[src/rtl/demux1an_param_condl1.sv]
// demux1an_param_condl1: round-robin 1:LANES word demultiplexer for the receive path.
// MODE 0 presents each word on its own lane; MODE 1 stages a full lane group and presents it at once.
module demux1an_param_condl1 #(
  parameter  int unsigned WIDTH = 8,
  parameter  int unsigned LANES = 4,
  parameter  int unsigned MODE  = 0,
  localparam int unsigned PW    = (LANES > 1) ? $clog2(LANES) : 1
) (
  input  logic                   clk_f,
  input  logic                   reset_L,
  input  logic                   valid_in,
  input  logic [WIDTH-1:0]       data_in,
  input  logic                   align,
  output logic [LANES-1:0]       valid_out,
  output logic [LANES*WIDTH-1:0] data_out,
  output logic                   group_done,
  output logic [PW-1:0]          lane_ptr
);

  localparam logic [PW-1:0] LAST = PW'(LANES - 1);

  logic [PW-1:0]          ptr_q, ptr_d;
  logic [PW-1:0]          tgt;
  logic [LANES-1:0]       vld_q, vld_d;
  logic [LANES*WIDTH-1:0] data_q, data_d;
  logic                   done_q, done_d;

  // Lane the current word lands on: align forces lane 0 for this same word.
  always_comb begin
    tgt   = align ? '0 : ptr_q;
    ptr_d = ptr_q;
    if (valid_in) begin
      ptr_d = (tgt == LAST) ? '0 : tgt + PW'(1);
    end else if (align) begin
      ptr_d = '0;
    end
  end

  always_ff @(posedge clk_f or negedge reset_L) begin
    if (!reset_L) begin
      ptr_q  <= '0;
      vld_q  <= '0;
      data_q <= '0;
      done_q <= 1'b0;
    end else begin
      ptr_q  <= ptr_d;
      vld_q  <= vld_d;
      data_q <= data_d;
      done_q <= done_d;
    end
  end

  generate
    if (MODE == 0) begin : g_serial
      always_comb begin
        vld_d  = '0;
        data_d = data_q;
        done_d = 1'b0;
        if (valid_in) begin
          vld_d[tgt]                     = 1'b1;
          data_d[32'(tgt) * WIDTH +: WIDTH] = data_in;
          done_d                         = (tgt == LAST);
        end
      end
    end else begin : g_gather
      logic [WIDTH-1:0] stage_q [LANES];
      logic [WIDTH-1:0] stage_d [LANES];

      // The last-lane word is forwarded straight from data_in into the presented group.
      always_comb begin
        vld_d  = '0;
        data_d = data_q;
        done_d = 1'b0;
        for (int unsigned k = 0; k < LANES; k++) begin
          stage_d[k] = align ? '0 : stage_q[k];
        end
        if (valid_in) begin
          stage_d[tgt] = data_in;
          if (tgt == LAST) begin
            vld_d  = '1;
            done_d = 1'b1;
            for (int unsigned k = 0; k < LANES; k++) begin
              data_d[k*WIDTH +: WIDTH] = stage_d[k];
            end
          end
        end
      end

      always_ff @(posedge clk_f or negedge reset_L) begin
        if (!reset_L) begin
          for (int unsigned k = 0; k < LANES; k++) begin
            stage_q[k] <= '0;
          end
        end else begin
          for (int unsigned k = 0; k < LANES; k++) begin
            stage_q[k] <= stage_d[k];
          end
        end
      end
    end
  endgenerate

  assign valid_out  = vld_q;
  assign data_out   = data_q;
  assign group_done = done_q;
  assign lane_ptr   = ptr_q;

endmodule

[config.mk]
export PLATFORM = sky130hd
export DESIGN_NAME = demux1an_param_condl1
export DESIGN_NICKNAME = d
export VERILOG_FILES = /design/src/rtl/demux1an_param_condl1.sv
export SDC_FILE = /design/constraint.sdc
export NUM_CORES = 1
export LEC_CHECK = 0
export CORE_MARGIN = 2
export CORE_UTILIZATION = 50
export DETAILED_ROUTE_END_ITERATION = 8
export GPL_TIMING_DRIVEN = 0
export PLACE_DENSITY = 0.9
export SLEW_MARGIN = 20
export SYNTH_ARGS = -nofsm -noshare
export SYNTH_HDL_FRONTEND = slang
export SYNTH_SLANG_ARGS = --single-unit
[constraint.sdc]
create_clock -name clk_f -period 4.75 [get_ports clk_f]
set_clock_uncertainty 0.1 [all_clocks]
set_input_delay 0.475 -clock clk_f [delete_from_list [all_inputs] [get_ports clk_f]]
set_output_delay 0.475 -clock clk_f [all_outputs]
set_load 0.05 [all_outputs]
Word level (Yosys, flattened, before mapping):

Index checks and enable logic that the tools add are counted.

* $add $sub $neg: 2
* order comparisons: 2
* eq/ne operators: 1
* shifts and indexed selects: 2
* multiplexer cells: 8
* reductions and logical operators: 1

Operators with widths (count)
* 5-bit negator with 34-bit output: 1
* 8-bit by 34-bit variable shift with 32-bit output, first input constant: 1
* 8-bit by 34-bit indexed part select with 32-bit output: 1
* 32-bit bitwise mux: 1
* 2-bit two-way mux: 3
* 4-bit two-way mux: 1
* 2-bit by 3-bit less-than comparator with 1-bit output, second input constant: 1
* 2-bit by 1-bit adder with 2-bit output, second input constant: 1
* 1-bit demux with 2-bit select: 1
* 2-bit equality test, second input constant: 1
* 2-bit by 1-bit greater-or-equal comparator with 1-bit output, second input constant: 1
* 1-bit two-way mux: 2
* 1-bit logical AND: 1

* register bits: 39
* input port bits: 12
* output and inout port bits: 39
* word-level logic and storage cells: 20

Longest topological paths before layout:

Gate-level depths: netlist of run 1.

* depth in word-level cells: 6
* depth in mapped cells: 7
* gate-level depth less buffers: 5

Least setup slack after synthesis of run 1:

No wires, ideal clock.

* path kind: reg-to-reg
* start: reg ptr_q[0], in the netlist lane_ptr[0]
* end: reg data_q[15], in the netlist data_out[15]
* library setup time: 0.075 ns
* arrival time: 2.094 ns
* data required time: 4.575 ns
* setup slack: 2.481 ns
* stages on the path, launching flop included: 7
* buffers on the path: 2
* period minus slack after synthesis: 2.269 ns
* cell sequence: dfrtp_1 -> nand2b_1 -> clkbuf_1 -> ha_1 -> or4b_4 -> buf_6 -> o2bb2ai_2

* longest elaborated chain between the ends: 4
* elaborated cells between the ends (all ways): 5
* those cells by class: add/sub (1); shift (2); mux (2)

Ends and longest elaborated chain
* start: declaration: RTL line 22 `logic [PW-1:0] ptr_q, ptr_d;`
* start signal: assignment: RTL line 46 `ptr_q <= ptr_d;`
* 2-bit two-way mux *
* 5-bit negator with 34-bit output *: RTL line 61 `data_d[32'(tgt) * WIDTH +: WIDTH] = data_in;`
* 8-bit by 34-bit indexed part select with 32-bit output / 8-bit by 34-bit variable shift with 32-bit output (equally long branches): RTL line 61
* 32-bit bitwise mux *: RTL line 61
* end signal: assignment: RTL line 48 `data_q <= data_d;`
* end: declaration: RTL line 25 `logic [LANES*WIDTH-1:0] data_q, data_d;`

Every way passes the cells marked *; elsewhere a longest branch is shown, timed or not.
A chain may end at the register's enable or synchronous reset.

Worst setup path in the final report of run 1:

* start: in align
* end: reg data_q[0], in the netlist data_out[0]

* longest elaborated chain between the ends: 4
* elaborated cells between the ends (all ways): 5
* those cells by class: add/sub (1); shift (2); mux (2)

Ends and longest elaborated chain
* start: declaration: RTL line 13 `input logic align,`
* 2-bit two-way mux *
* 5-bit negator with 34-bit output *: RTL line 61
* 8-bit by 34-bit indexed part select with 32-bit output / 8-bit by 34-bit variable shift with 32-bit output (equally long branches): RTL line 61
* 32-bit bitwise mux *: RTL line 61

Marks and branches as above.

==> results of run 1 <==
[cells in the mapped netlist, drive strengths merged]
| master | instances |
|---|---|
| nand4b | 9 |
| and2b | 2 |
| nand2b | 2 |
| o32ai | 8 |
| nor2b | 2 |
| o21ai | 1 |
| xnor2 | 1 |
| o2bb2ai | 12 |
| nand2 | 4 |
| nand4 | 4 |
| inv | 21 |
| clkbuf | 6 |
| and4b | 2 |
| or4b | 1 |
| dfrtp | 38 |
| and2 | 5 |
| a32o | 12 |
| ha | 5 |
| buf | 4 |
| and4bb | 1 |
[worst paths after layout]
kind,depth (start not counted),end,slack (ns),start
min reg2reg,1,data_out[17],0.41,data_out[17]
min in group asynchronous,2,data_out[0],0.47,reset_L
max reg2reg,6,data_out[0],2.30,lane_ptr[0]
max in group asynchronous,3,data_out[15],3.65,reset_L
max,7,data_out[0],2.07,align
min,1,data_out[17],0.41,data_out[17]
[power by group]
part | switching, W | total [W] | internal, W
clock | 0.000105 | 0.000214 | 0.000109
sequential | 0.0000116 | 0.000356 | 0.000344
combinational | 0.000147 | 0.000224 | 0.0000768
[final cells by class]
class / instances / area, µm² / share of cell area, %
plain buffers: 10 / 50.0 / 2.07
inverters: 21 / 78.8 / 3.26
clock inverters: 3 / 40.0 / 1.66
multi-input cells: 71 / 671 / 27.7
clock buffers: 5 / 37.5 / 1.55
repair buffers: 52 / 533 / 22.0
well taps: 46 / 57.6 / 2.38
flip-flops and latches: 38 / 951 / 39.3
[through the flow]
stage	setup slack, ns	power (W)
CTS	2.11	0.000795
global route	1.86	0.000823
global placement	1.84	0.000574
detailed placement	1.75	0.000584
finish	2.07	0.000793
floorplan	2.48	0.000501
[sequential cells by signal, indices dropped and copies added (netlist names)]
register	cells
valid_out	3
group_done	1
lane_ptr	2
data_out	32
[layer usage]
layer	global-route usage [%]	vias to the layer above
met2	35.1	70
met4	8.97	0
li1	-	641
met5	0	-
met3	6.61	12
met1	28.4	686
[worst max-delay path, cell delays in order]
cell	delay, ns
clkdlybuf4s50_1	0.50
nand2b_1	0.14
clkbuf_1	0.43
ha_1	0.34
clkbuf_1	0.19
nand4b_1	0.40
o32ai_1	0.35
[cells by family (layout without fill, tap and decap cells)]
| logic type | Yosys count | in the layout |
|---|---|---|
| DFF | 38 | 38 |
| AOI/OAI and AO/OA | 33 | 33 |
| and+or+nand+nor | 32 | 32 |
| buffers and inverters | 31 | 91 |
| adders and majority gates | 5 | 5 |
| xor gates and xnor gates | 1 | 1 |
==> impl_metrics.py, run 1 <==
metrics = {
    "drt": {
        "drc": 0,
        "vias": 1409,
        "routed.top_layer": "met4",
        "route.detailed.vias_per_inst": 5.73,
        "drt_wl_total_mm": 4.10,
        "wire_per_inst_um": 16.7,
        "route.met2.wl_mm": 1.96,
        "wl_met3_um": 346,
        "drt_iter0_markers": 77,
        "wl_met1_mm": 1.67,
        "dr.pass1.iters": 5,
        "drtAntennaViolNets": 0,
    },
    "final_layout": {
        "drive_above_1_share_pct": 12.5,
        "diodes": 0,
        "syn2layout_area_growth_pct": 38.2,
        "fin_util_pct": 72.5,
        "final_cells": 246,
        "mostFrequentLayoutCell": "clkdlybuf4s50_1",
        "layout.nets": 216,
        "mostFrequentLayoutCells": "clkdlybuf4s50_1, dfrtp_1, inv_1",
        "fin_area_um2": 2420,
        "num-fill-cells": 249,
    },
    "place": {
        "portBuffers": 50,
        "hpwl_mm": 3.02,
        "placed_cells": 237,
        "postPlaceCellArea_um2": 2330,
        "gp_congestion": 0.869,
    },
    "synthesis": {
        "yosys.area.top_type": "dfrtp_1",
        "synth_compound_area_share_pct": 20.7,
        "synth_mux_area_share_pct": 0,
        "seq_area_frac_synth_pct": 54.3,
        "synth_area_per_cell_um2": 12.5,
        "synth.distinct_cells": 24,
        "syn_nets": 157,
        "synth_top_area_share_pct": 54.3,
        "yosys_warnings": 0,
        "yosys.area_share.simple_pct": 13.5,
        "synthAdderAreaFrac_pct": 3.57,
        "synth_top_family_by_area": "compound AO/OA/AOI/OAI gates",
        "syn-cell-area_um2": 1750,
        "synthTopCellsByArea": "dfrtp_1, o2bb2ai_2, a32o_1, inv_1, nand4b_1",
        "netlist_instances": 140,
        "synth-xor-area-share_pct": 0.500,
        "synth-seq-cells": 38,
    },
    "setup_path": {
        "worstPathMaxFanout": 12,
        "required_ns": 4.89,
        "cp-end-kind": "register",
        "worst_ep_arrival_time_ns": 2.83,
        "criticalPathCategory": "input port to register",
        "cp-start-kind": "input port",
    },
    "clocking": {
        "insertion_delay_ns": 0.35,
        "cts-root-buf": "clkbuf_4",
        "htree_levels": 2,
        "cts_tree": "done",
        "cts_hold_buf": 1,
        "clkTransAtPathRegs_ns": 0.10,
        "post_cts_buffers": 0,
        "cts-buffers-inserted": 5,
        "numClockSinks": 38,
        "cts_resized": 0,
        "clockBufferDepth": 2,
    },
    "floorplan": {
        "rows": 21,
        "die_y_um": 63.2,
        "core_um2": 3340,
        "dieArea_um2": 3990,
        "ioPinCount": 51,
        "start_util_pct": 52.5,
        "fp.dieW_um": 63.2,
    },
    "timing": {
        "fin_crit_sh_pct": 56.5,
        "rsz0062_at_grt": "false",
        "hold_viol_final": 0,
        "setup_tns_ns": 0,
        "fmax_mhz": 373,
        "setup_violations": 0,
        "hold_ws_ns": 0.408,
        "tightest_slew_ns": 0.552,
        "drv_slew": 0,
        "slew-limit-headroom_pct": 63.1,
        "post-route-min-period_ns": 2.68,
    },
    "run_status": {
        "status": "complete, no violations",
    },
    "min_path": {
        "hold_path.class": "register to register",
    },
    "grt": {
        "grt_max_degree": 25,
        "grt-ovfl-total": 0,
        "grt.total_usage_pct": 22.1,
        "grt_pass1_wl_mm": 6.82,
        "grt_pass1_vias": 1413,
        "antenna_found_initial": 0,
    },
    "run": {
        "maxCapViolCount": 0,
    },
    "power_and_ir_drop": {
        "irDropWorstVdd_uv": 221,
        "power_leakage_nw": 1.04,
        "power.density_nw_per_um2": 328,
    },
}
Note: power is estimated with default switching activity, not from simulation.
==> run 2, diff against run 1 <==
CORE_UTILIZATION = 42   (was 50)
PLACE_DENSITY = 0.81   (was 0.9)
clock period = 2.35 ns   (was 4.75 ns; I/O delays follow)
==> impl_metrics.py, run 2 (same netlist as run 1, synthesis figures left out) <==
metrics = {
    "setup_path": {
        "critPathMaxStageDelay_ns": 0.44,
        "cp-end-kind": "register",
        "slowest_stage": "clkdlybuf4s50_1",
        "worstPathMaxFanout": 11,
        "required_ns": 2.43,
        "criticalPathCategory": "input port to register",
        "cp-start-kind": "input port",
        "worst_ep_arrival_time_ns": 2.34,
        "path_cells": "clkdlybuf4s50_1, nand2b_1, inv_1, clkbuf_2, ha_1, clkbuf_1, nand2_1, o2bb2ai_2",
    },
    "clocking": {
        "cts_tree": "done",
        "htree_levels": 2,
        "insertion_delay_ns": 0.29,
        "clkTransAtPathRegs_ns": 0.07,
        "cts-buffers-inserted": 5,
        "numClockSinks": 38,
        "clockBufferDepth": 2,
        "cts-root-buf": "clkbuf_8",
    },
    "drt": {
        "drt_wl_total_mm": 4.22,
        "drc": 0,
        "dr.pass1.iters": 4,
        "drt_iter0_markers": 62,
        "drtAntennaViolNets": 0,
        "wire_per_inst_um": 16.9,
        "vias": 1375,
        "route.detailed.vias_per_inst": 5.50,
    },
    "timing": {
        "post-route-min-period_ns": 2.26,
        "setup_tns_ns": 0,
        "tightest_slew_ns": 0.512,
        "fmax_mhz": 443,
        "fin_crit_sh_pct": 96.1,
        "drv_slew": 0,
        "slew-limit-headroom_pct": 65.7,
        "worst_slack_ns": 0.0908,
        "rsz0062_at_grt": "false",
        "hold_viol_final": 0,
        "setup_violations": 0,
    },
    "floorplan": {
        "core_um2": 4000,
        "rows": 23,
        "start_util_pct": 43.8,
        "fp.dieW_um": 68.6,
        "ioPinCount": 51,
        "die_y_um": 68.6,
        "dieArea_um2": 4700,
    },
    "final_layout": {
        "largest_reg_flops": 32,
        "mostFrequentLayoutCells": "clkdlybuf4s50_1, dfrtp_1, inv_1",
        "diodes": 0,
        "drive_above_1_share_pct": 13.5,
        "mostFrequentLayoutCell": "clkdlybuf4s50_1",
        "num-fill-cells": 337,
        "layout.nets": 217,
        "syn2layout_area_growth_pct": 40.6,
    },
    "grt": {
        "antenna_found_initial": 0,
        "grt_pass1_vias": 1408,
        "grt_pass1_wl_mm": 6.89,
        "grt.total_usage_pct": 20.6,
        "grt_max_degree": 27,
        "grt-ovfl-total": 0,
    },
    "min_path": {
        "hold_path.class": "input port to async pin",
    },
    "place": {
        "hpwl_mm": 3.08,
        "gp_congestion": 0.847,
        "place_worst_setup_slack_ns": -0.472,
        "portBuffers": 50,
    },
    "power_and_ir_drop": {
        "power_leakage_nw": 1.06,
        "power.density_nw_per_um2": 705,
        "irDropWorstVdd_uv": 406,
    },
    "run": {
        "maxCapViolCount": 0,
    },
    "run_status": {
        "status": "complete, no violations",
    },
}
[run 2: cell count changes in the layout (fill, tap and decap cells not counted), sizes merged]
cell / before / now
clkbuf: 11 / 12
buf: 6 / 7
clkinv: 2 / 0
[run 2: cell type report]
class / instances / area [µm²] / area share [%]
Buffer: 10 / 52.6 / 2.14
Clock buffer: 6 / 82.6 / 3.36
Clock inverter: 1 / 30.0 / 1.22
Inverter: 21 / 78.8 / 3.20
Multi-Input combinational cell: 71 / 671 / 27.2
Sequential cell: 38 / 951 / 38.6
Tap cell: 50 / 62.6 / 2.54
Timing Repair Buffer: 53 / 533 / 21.7
[run 2: stage by stage]
step                hold WS, ns  util (%)  std cells  cell area (µm²)  power, W
floorplan                -0.161         -        140             1750   0.00101
global placement          0.386      57.8        240             2310   0.00117
detailed placement       0.0522      58.2        241             2330   0.00118
CTS                       0.265      61.3        249             2450   0.00174
global route              0.278      61.5        250             2460   0.00182
finish                    0.264      61.5        250             2460   0.00174
[run 2: routing by layer]
| layer | global-route usage (%) | up-vias | routed length (µm) | part of all wire, % |
|---|---|---|---|---|
| met3 | 5.36 | 14 | 254 | 6.0 |
| met5 | 0 | - | 0 | 0 |
| met2 | 31.5 | 51 | 2030 | 48 |
| li1 | - | 642 | - | - |
| met1 | 26.5 | 668 | 1810 | 43 |
| met4 | 11.8 | 0 | 127 | 3.0 |
[run 2: what timing repair did]
item / in CTS / in global routing
hold buffers: 1 / 0
buffers inserted: 0 / 1
endpoints found under the hold margin: 12 / 0
gates resized for setup: 2 / 0
endpoints found under the setup margin: 16 / 8
[run 2: final timing paths]
path | from | end | slack (ns) | cells after the start
worst max register to register | lane_ptr[0] | data_out[30] | 0.18 | 7
min in group clk_f | data_out[16] | data_out[16] | 0.39 | 1
worst max-delay path | align | data_out[30] | 0.09 | 8
max in group asynchronous | reset_L | data_out[3] | 1.45 | 3
worst min-delay path | reset_L | data_out[14] | 0.26 | 2
worst min register to register | data_out[16] | data_out[16] | 0.39 | 1
[run 2: critical path: cells and delay by family]
family | cells | cell delay, ns
buf+inv | 4 | 1.13
simple gates | 2 | 0.55
compound gates | 1 | 0.23
fa+ha+maj | 1 | 0.19
[run 2: power breakdown]
group | leakage [nW] | total (W) | switching (W) | internal, W
Sequential | 0.520 | 0.000720 | 0.0000234 | 0.000696
Clock | 0.0573 | 0.000561 | 0.000222 | 0.000339
Combinational | 0.487 | 0.000455 | 0.000297 | 0.000158
Total | 1.06 | 0.00174 | 0.000543 | 0.00119
